File: src/rtl/tug_ctrl_pkg.sv
// tug_ctrl_pkg -- shared definitions for the tug-of-war game controller.
//   state_t      : 2-bit FSM state encoding
//   POS_*        : rope position limits (0..6, centre 3)
//   WIN_TICKS    : length of a win display, in game ticks
//   BLINK_HALF   : ticks per half-period of the win blink
//   SCORE_MAX    : score saturation value
//   score_inc()  : saturating score increment
package tug_ctrl_pkg;

  typedef enum logic [1:0] {
    ST_IDLE  = 2'd0,
    ST_PLAY  = 2'd1,
    ST_WIN_L = 2'd2,
    ST_WIN_R = 2'd3
  } state_t;

  localparam logic [2:0] POS_CENTRE  = 3'd3;
  localparam logic [2:0] POS_MAX     = 3'd6;
  // Last position from which a single move still stays in play.
  localparam logic [2:0] POS_LAST_L  = 3'd1;
  localparam logic [2:0] POS_LAST_R  = POS_MAX - 3'd1;

  localparam int         WIN_TICKS   = 16;
  localparam int         BLINK_HALF  = 4;
  localparam logic [3:0] TICK_LAST   = 4'(WIN_TICKS - 1);

  localparam logic [3:0] SCORE_MAX   = 4'd9;

  localparam int         NUM_PLAYERS = 2;
  localparam int         PLAYER_L    = 0;
  localparam int         PLAYER_R    = 1;

  function automatic logic [3:0] score_inc(input logic [3:0] score);
    return (score >= SCORE_MAX) ? SCORE_MAX : score + 4'd1;
  endfunction

endpackage

File: src/rtl/tug_ctrl_btn_edge.sv
// btn_edge -- per-player button conditioning.
//   clk, rst : system clock, synchronous active-high reset
//   slowen   : one-clk game tick
//   pb       : raw asynchronous pushbutton, active-high
//   level    : synchronized button level
//   press    : one-clk pulse in a tick cycle where the level rose since the
//              previous tick (sampling only on ticks debounces the button)
module btn_edge (
  input  logic clk,
  input  logic rst,
  input  logic slowen,
  input  logic pb,
  output logic level,
  output logic press
);

  logic sync1_reg;
  logic sync2_reg;
  logic prev_reg;

  always_ff @(posedge clk) begin
    if (rst) begin
      sync1_reg <= 1'b0;
      sync2_reg <= 1'b0;
      // Reset "previous" high so a button held through reset is not a press.
      prev_reg  <= 1'b1;
    end else begin
      sync1_reg <= pb;
      sync2_reg <= sync1_reg;
      if (slowen) begin
        prev_reg <= sync2_reg;
      end
    end
  end

  assign level = sync2_reg;
  assign press = slowen & sync2_reg & ~prev_reg;

endmodule

File: src/rtl/tug_ctrl.sv
// tug_ctrl -- two-player tug-of-war game controller.
//   clk, rst        : system clock, synchronous active-high reset
//   slowen          : one-clk game tick; all game decisions happen on it
//   pb_l, pb_r      : raw player pushbuttons, active-high
//   leds[6:0]       : rope position (one-hot) or blinking winner end
//   win_l, win_r    : high while the respective win display is shown
//   score_l/score_r : rounds won, saturating at 9
module tug_ctrl
  import tug_ctrl_pkg::*;
(
  input  logic       clk,
  input  logic       rst,
  input  logic       slowen,
  input  logic       pb_l,
  input  logic       pb_r,
  output logic [6:0] leds,
  output logic       win_l,
  output logic       win_r,
  output logic [3:0] score_l,
  output logic [3:0] score_r
);

  // Button conditioning, one instance per player
  logic [NUM_PLAYERS-1:0] pb_vec;
  logic [NUM_PLAYERS-1:0] level_vec;
  logic [NUM_PLAYERS-1:0] press_vec;

  assign pb_vec[PLAYER_L] = pb_l;
  assign pb_vec[PLAYER_R] = pb_r;

  generate
    for (genvar gi = 0; gi < NUM_PLAYERS; gi++) begin : g_btn
      btn_edge u_btn_edge (
        .clk    (clk),
        .rst    (rst),
        .slowen (slowen),
        .pb     (pb_vec[gi]),
        .level  (level_vec[gi]),
        .press  (press_vec[gi])
      );
    end
  endgenerate

  logic level_l, level_r, press_l, press_r;
  assign level_l = level_vec[PLAYER_L];
  assign level_r = level_vec[PLAYER_R];
  assign press_l = press_vec[PLAYER_L];
  assign press_r = press_vec[PLAYER_R];

  // Game state
  state_t     state_reg,   state_next;
  logic [2:0] pos_reg,     pos_next;
  logic [3:0] score_l_reg, score_l_next;
  logic [3:0] score_r_reg, score_r_next;
  logic [3:0] tick_reg,    tick_next;

  always_ff @(posedge clk) begin
    if (rst) begin
      state_reg   <= ST_IDLE;
      pos_reg     <= POS_CENTRE;
      score_l_reg <= 4'd0;
      score_r_reg <= 4'd0;
      tick_reg    <= 4'd0;
    end else begin
      state_reg   <= state_next;
      pos_reg     <= pos_next;
      score_l_reg <= score_l_next;
      score_r_reg <= score_r_next;
      tick_reg    <= tick_next;
    end
  end

  always_comb begin
    state_next   = state_reg;
    pos_next     = pos_reg;
    score_l_next = score_l_reg;
    score_r_next = score_r_reg;
    tick_next    = tick_reg;

    if (slowen) begin
      case (state_reg)
        ST_IDLE: begin
          pos_next = POS_CENTRE;
          // Wait for both buttons released so a held button cannot score.
          if (!level_l && !level_r) begin
            state_next = ST_PLAY;
          end
        end

        ST_PLAY: begin
          // Simultaneous presses cancel out.
          if (press_l && !press_r) begin
            pos_next = pos_reg - 3'd1;
            if (pos_reg == POS_LAST_L) begin
              state_next   = ST_WIN_L;
              score_l_next = score_inc(score_l_reg);
              tick_next    = 4'd0;
            end
          end else if (press_r && !press_l) begin
            pos_next = pos_reg + 3'd1;
            if (pos_reg == POS_LAST_R) begin
              state_next   = ST_WIN_R;
              score_r_next = score_inc(score_r_reg);
              tick_next    = 4'd0;
            end
          end
        end

        ST_WIN_L, ST_WIN_R: begin
          if (tick_reg == TICK_LAST) begin
            state_next = ST_IDLE;
            pos_next   = POS_CENTRE;
            tick_next  = 4'd0;
          end else begin
            tick_next = tick_reg + 4'd1;
          end
        end

        default: begin
          state_next = ST_IDLE;
          pos_next   = POS_CENTRE;
        end
      endcase
    end
  end

  // Win blink: on for the first BLINK_HALF ticks, off for the next, repeating.
  logic blink_on;
  assign blink_on = ((int'(tick_reg) / BLINK_HALF) % 2) == 0;

  always_comb begin
    leds  = 7'b0;
    win_l = 1'b0;
    win_r = 1'b0;
    case (state_reg)
      ST_WIN_L: begin
        win_l   = 1'b1;
        leds[0] = blink_on;
      end
      ST_WIN_R: begin
        win_r         = 1'b1;
        leds[POS_MAX] = blink_on;
      end
      default: begin
        leds = 7'b1 << pos_reg;
      end
    endcase
  end

  assign score_l = score_l_reg;
  assign score_r = score_r_reg;

endmodule

File: config.mk
export PLATFORM = sky130hd
export DESIGN_NAME = tug_ctrl
export DESIGN_NICKNAME = d
export VERILOG_FILES = /design/src/rtl/tug_ctrl_pkg.sv /design/src/rtl/tug_ctrl_btn_edge.sv /design/src/rtl/tug_ctrl.sv
export SDC_FILE = /design/constraint.sdc
export NUM_CORES = 1
export LEC_CHECK = 0
export BUFFER_PORTS_ARGS = -buffer_cell sky130_fd_sc_hd__buf_2
export CORE_ASPECT_RATIO = 1.1
export CORE_MARGIN = 2
export CORE_UTILIZATION = 51
export CTS_CLUSTER_DIAMETER = 100
export DETAILED_ROUTE_END_ITERATION = 8
export PLACE_DENSITY = 0.75
export SYNTH_ARGS = -nofsm -noshare
export SYNTH_HDL_FRONTEND = slang
export SYNTH_SLANG_ARGS = --single-unit
File: constraint.sdc
create_clock -name clk -period 2.1 [get_ports clk]
set_input_delay 0.42 -clock clk [delete_from_list [all_inputs] [get_ports clk]]
set_output_delay 0.42 -clock clk [all_outputs]
set_load 0.01 [all_outputs]
==> flow_summary.ini, run 1 <==
[die]
die_area_um2 = 3360
ios = 22
rows = 20
fp.dieH_um = 60.6
initial_utilization_pct = 53.4
core_um2 = 2780
die_width_um = 55.4

[global_routing]
busiest_layer = met2
gr-usage-met2_pct = 33.2
met3_usage_pct = 4.48
grt_use_total_pct = 18.3
grt_pass1_wl_um = 4910
grt_pass1_vias = 1141
grt_use_met1_pct = 22.1
gr-total-overflow = 0
grt_max_degree = 33
antenna_found_initial = 0

[yosys]
synth_area_um2 = 1480
synth_area_leaders = dfxtp_1, ha_1, nor2b_1, inv_1, nand3b_1
synth_mux_area_share_pct = 1.35
synth-warning-count = 0
yosys.cell_count.top_type = dfxtp_1
synth_fa_ha_area_share_pct = 12.7
synth_compound_area_share_pct = 17.7
synth_area_per_cell_um2 = 8.99
synth_fp_nets = 185
synth-edff-count = 0
yosys_register_bits = 23
synth_cells = 165
yosysSeqAreaShare_pct = 31.1
synth_top_family_by_area = simple AND/OR/NAND/NOR gates
synthArstFlopShare_pct = 0
synth-simple-area-share_pct = 28.7
yosys.area.top_type = dfxtp_1
yosysTopAreaCellShare_pct = 31.1
synth_xor_xnor_area_share_pct = 1.18
synth_common_cells = dfxtp_1, ha_1, inv_1, nor2b_1, a21oi_1
synthFlopType = dfxtp_1
ys_types = 41

[timing]
period_needed_ps = 1970
fmax_mhz = 507
rsz0062_at_grt = no
final.setup.worst_slack_ps = 126
hold_viol_final = 0
whs_ps = 312
period_share_pct = 94.0
relSlewSlack_pct = 62.9
setup_viol = 0
worst_slew_pin_slew_ps = 556
fin_skew_ps = 6.93
finalSetupTns_ps = 0
slew_violations = 0

[critical_path]
crit_start = state_reg[1]
path_cells = nor2b_1 > a32o_1 > buf_2
worstSetupEndpointType = primary output
cp-start-kind = flop
cp_max_fo = 17
cp.arrival_ps = 1550
worstPathRequired_ps = 1680
path_class = flop to primary output
slowest_delay_ps = 700
cpMaxStageDelayCell = dfxtp_1
r2r_start = g_btn[0].u_btn_edge.level

[power_and_ir_drop]
finalPower_uw = 797
powerDensity_nw_per_um2 = 494
ir_drop_mv = 0.563
power_leakage_nw = 0.750

[layout]
diodes = 0
fill_cells = 251
final_core_util_pct = 58.1
drive_gt1_share_pct = 16.0
area_growth_pct = 8.86
layout.nets = 202
finalInstanceArea_um2 = 1610
final_cell_count_no_fill = 214

[clock_network]
numClockSinks = 23
tritoncts = built
cts_resized = 0
clock_path_buffers = 2
worstSkewPairLatency_ps = 310
cts.clk_slew.worst_paths_ps = 130
post_cts_buffers = 0
clock-root-buffer = clkbuf_4
cts_buffers = 3
hold_buffers = 0
cts_max_level = 1

[hold_path]
min_from = pb_r
hold_path_class = input port to flop

[routing]
via_per_inst = 5.81
wl_per_cell_um = 13.9
drt_iter0_markers = 42
vias = 1243
ant_nets = 0
drt-total-wl_um = 2970
drc = 0
drt_first_pass_iters = 4

[place]
dp.cells = 210
port_buffers = 21
dp_hpwl_um = 2210
gp_congestion = 0.818
place_area_um2 = 1590
pre_cts_ws_ps = 53.9

[outcome]
run_status = completed

[run]
max-cap-violations = 0
## per-layer routing
metal  vias up  part of all wire [%]
met4         0                  0.64
li1        628                     -
met1       592                    47
met5         -                     0
met3         4                   2.7
met2        19                    50
## placed cells by master (no fill, tap or decap), types with 2 or more instances in the layout
master	synthesis	layout
nor2_1	5	5
nor3_1	3	3
a211o_1	3	3
mux2i_1	2	2
a22o_1	2	2
and2_1	5	5
inv_1	14	14
xor2_1	2	2
o2111a_1	2	2
a221oi_2	2	2
and4b_1	2	2
nand2b_1	2	2
buf_2	6	21
and3_1	2	2
nor4b_1	5	5
nand4b_1	2	2
a21o_1	2	2
nor3b_1	4	4
nand2_1	2	2
nor2b_1	13	13
ha_1	15	15
o21ai_0	2	2
a21oi_1	8	8
nand3b_1	6	6
o2111ai_1	3	3
a31oi_1	2	2
and3b_1	4	4
buf_4	0	2
dfxtp_1	23	23
clkbuf_4	0	3
nand3_1	6	6
nand4_1	3	3
## area by class of cell
type	count	area (um^2)	share of cell area [%]
multi-input cells	117	913	56.6
clock buffers	4	26.3	1.63
repair buffers	23	120	7.44
flip-flops and latches	23	460	28.5
inverters	14	52.6	3.26
well taps	33	41.3	2.56
## logic make-up (layout without fill, tap and decap cells)
family                     after synthesis  in the layout
and+or+nand+nor                         65             65
AOI/OAI and AO/OA                       33             33
buffers and inverters                   25             41
DFF                                     23             23
adders and majority gates               15             15
xor gates and xnor gates                 2              2
muxes                                    2              2
## report_power, final
part           switching, mW  leakage (nW)  internal [mW]  total [mW]
registers             0.0222         0.187          0.452       0.475
clock network          0.133        0.0150         0.0742       0.207
logic                 0.0671         0.548         0.0484       0.116
## critical path: cells and delay by family (launching register included)
| family | cells | cell delay (ps) |
|---|---|---|
| buf+inv | 1 | 130 |
| flops | 1 | 700 |
| compound gates | 1 | 250 |
| simple gates | 1 | 160 |
## final timing paths
check	endpoint	slack, ps	cells after the start
max reg2reg	tick_reg[1]	190	6
min reg2reg	g_btn[1].u_btn_edge.level	460	1
max	leds[6]	130	3
min	g_btn[1].u_btn_edge.sync1_reg	310	2
Note: power is estimated with default switching activity, not from simulation.
==> run 2: changes to the inputs <==
--- a/config.mk
+++ b/config.mk
@@ -7,7 +7,7 @@
 export LEC_CHECK = 0
 export BUFFER_PORTS_ARGS = -buffer_cell sky130_fd_sc_hd__buf_2
 export CORE_ASPECT_RATIO = 1.1
-export CORE_MARGIN = 2
+export CORE_MARGIN = 1
 export CORE_UTILIZATION = 51
 export CTS_CLUSTER_DIAMETER = 100
 export DETAILED_ROUTE_END_ITERATION = 8
==> flow_summary.ini, run 2 (synthesis gave the netlist of run 1 again) <==
[run]
max-cap-violations = 0

[clock_network]
cts_buffers = 3
clock_path_buffers = 2
tritoncts = built
hold_buffers = 0
worstSkewPairLatency_ps = 320
cts.clk_slew.worst_paths_ps = 130
cts_max_level = 1
numClockSinks = 23
clock-root-buffer = clkbuf_4
post_cts_buffers = 0
cts_resized = 0

[die]
initial_utilization_pct = 53.9
die_width_um = 53.4
rows = 20
ios = 22
core_um2 = 2750
die_area_um2 = 3130
fp.dieH_um = 58.6

[critical_path]
cp-start-kind = flop
cp_max_fo = 17
worstSetupEndpointType = primary output
worstPathRequired_ps = 1680
slowest_delay_ps = 690
cpMaxStageDelayCell = dfxtp_1
cp.arrival_ps = 1550
path_class = flop to primary output
path_cells = nor2b_1 > a32o_1 > buf_2

[timing]
setup_viol = 0
relSlewSlack_pct = 63.5
slew_violations = 0
fmax_mhz = 509
hold_viol_final = 0
period_share_pct = 93.6
period_needed_ps = 1970
finalSetupTns_ps = 0
worst_slew_pin_slew_ps = 547
rsz0062_at_grt = no
fin_skew_ps = 12.2
final.setup.worst_slack_ps = 134

[power_and_ir_drop]
finalPower_uw = 799
ir_drop_mv = 0.710
powerDensity_nw_per_um2 = 495
power_leakage_nw = 0.750

[layout]
area_growth_pct = 8.86
layout_commonest_cell = dfxtp_1
final_core_util_pct = 58.6
layout.nets = 202
finalInstanceArea_um2 = 1610
diodes = 0
drive_gt1_share_pct = 16.0
most-common-layout-cells = dfxtp_1, buf_2, ha_1, inv_1, nor2b_1

[routing]
vias = 1256
ant_nets = 0
drt_iter0_markers = 48
drc = 0
wl_per_cell_um = 13.8
via_per_inst = 5.87
drt-total-wl_um = 2950
drt_first_pass_iters = 4

[place]
place_area_um2 = 1590
port_buffers = 21
pre_cts_ws_ps = 71.3
dp_hpwl_um = 2150
gp_congestion = 0.839

[global_routing]
grt_use_total_pct = 21.3
grt_max_degree = 33
gr-total-overflow = 0
grt_pass1_wl_um = 5090
antenna_found_initial = 0
grt_pass1_vias = 1154

[outcome]
run_status = completed

[hold_path]
hold_path_class = input port to flop
[run 2: cell counts in the layout (fill, tap and decap cells not counted)]
Identical to the previous run, type by type.
[run 2: power breakdown]
part	total (mW)	switching (mW)	internal, mW
registers	0.474	0.0220	0.452
clock network	0.210	0.136	0.0742
logic	0.115	0.0666	0.0484
[run 2: path summary, 6_finish.rpt]
path	startpoint	endpoint	slack, ps	depth (start not counted)
hold reg to reg	g_btn[1].u_btn_edge.sync1_reg	g_btn[1].u_btn_edge.level	460	1
hold / removal	pb_l	g_btn[0].u_btn_edge.sync1_reg	310	2
setup / recovery	state_reg[1]	leds[6]	130	3
setup reg to reg	g_btn[0].u_btn_edge.level	tick_reg[1]	250	6
[run 2: area by class of cell]
type                       count  area, um^2
tap                           33        41.3
timing repair buffer          23         120
clock buffer                   4        26.3
fill                         266        1140
inverter                      14        52.6
sequential                    23         460
multi-input combinational    117         913
[run 2: metrics by stage]
stage / cells / hold WS (ps)
final: 214 / 311
after global routing: 214 / 297
after CTS: 214 / 306
after detailed placement: 210 / 430
after global placement: 210 / 421
after floorplan: 165 / 414
[run 2: critical path: cells and delay by family, from the launching register on]
family          cells  cell delay (ps)
buf+inv             1              130
compound gates      1              240
simple gates        1              160
flops               1              690
[run 2: layer usage]
| layer | wire length (um) | GRT usage [%] | share of wire, % | vias up |
|---|---|---|---|---|
| met2 | 1490 | 36.1 | 50 | 18 |
| li1 | - | - | - | 630 |
| met5 | 0 | 0 | 0 | - |
| met1 | 1360 | 27.2 | 46 | 606 |
| met3 | 91 | 5.43 | 3.1 | 2 |
| met4 | 12 | 3.38 | 0.41 | 0 |
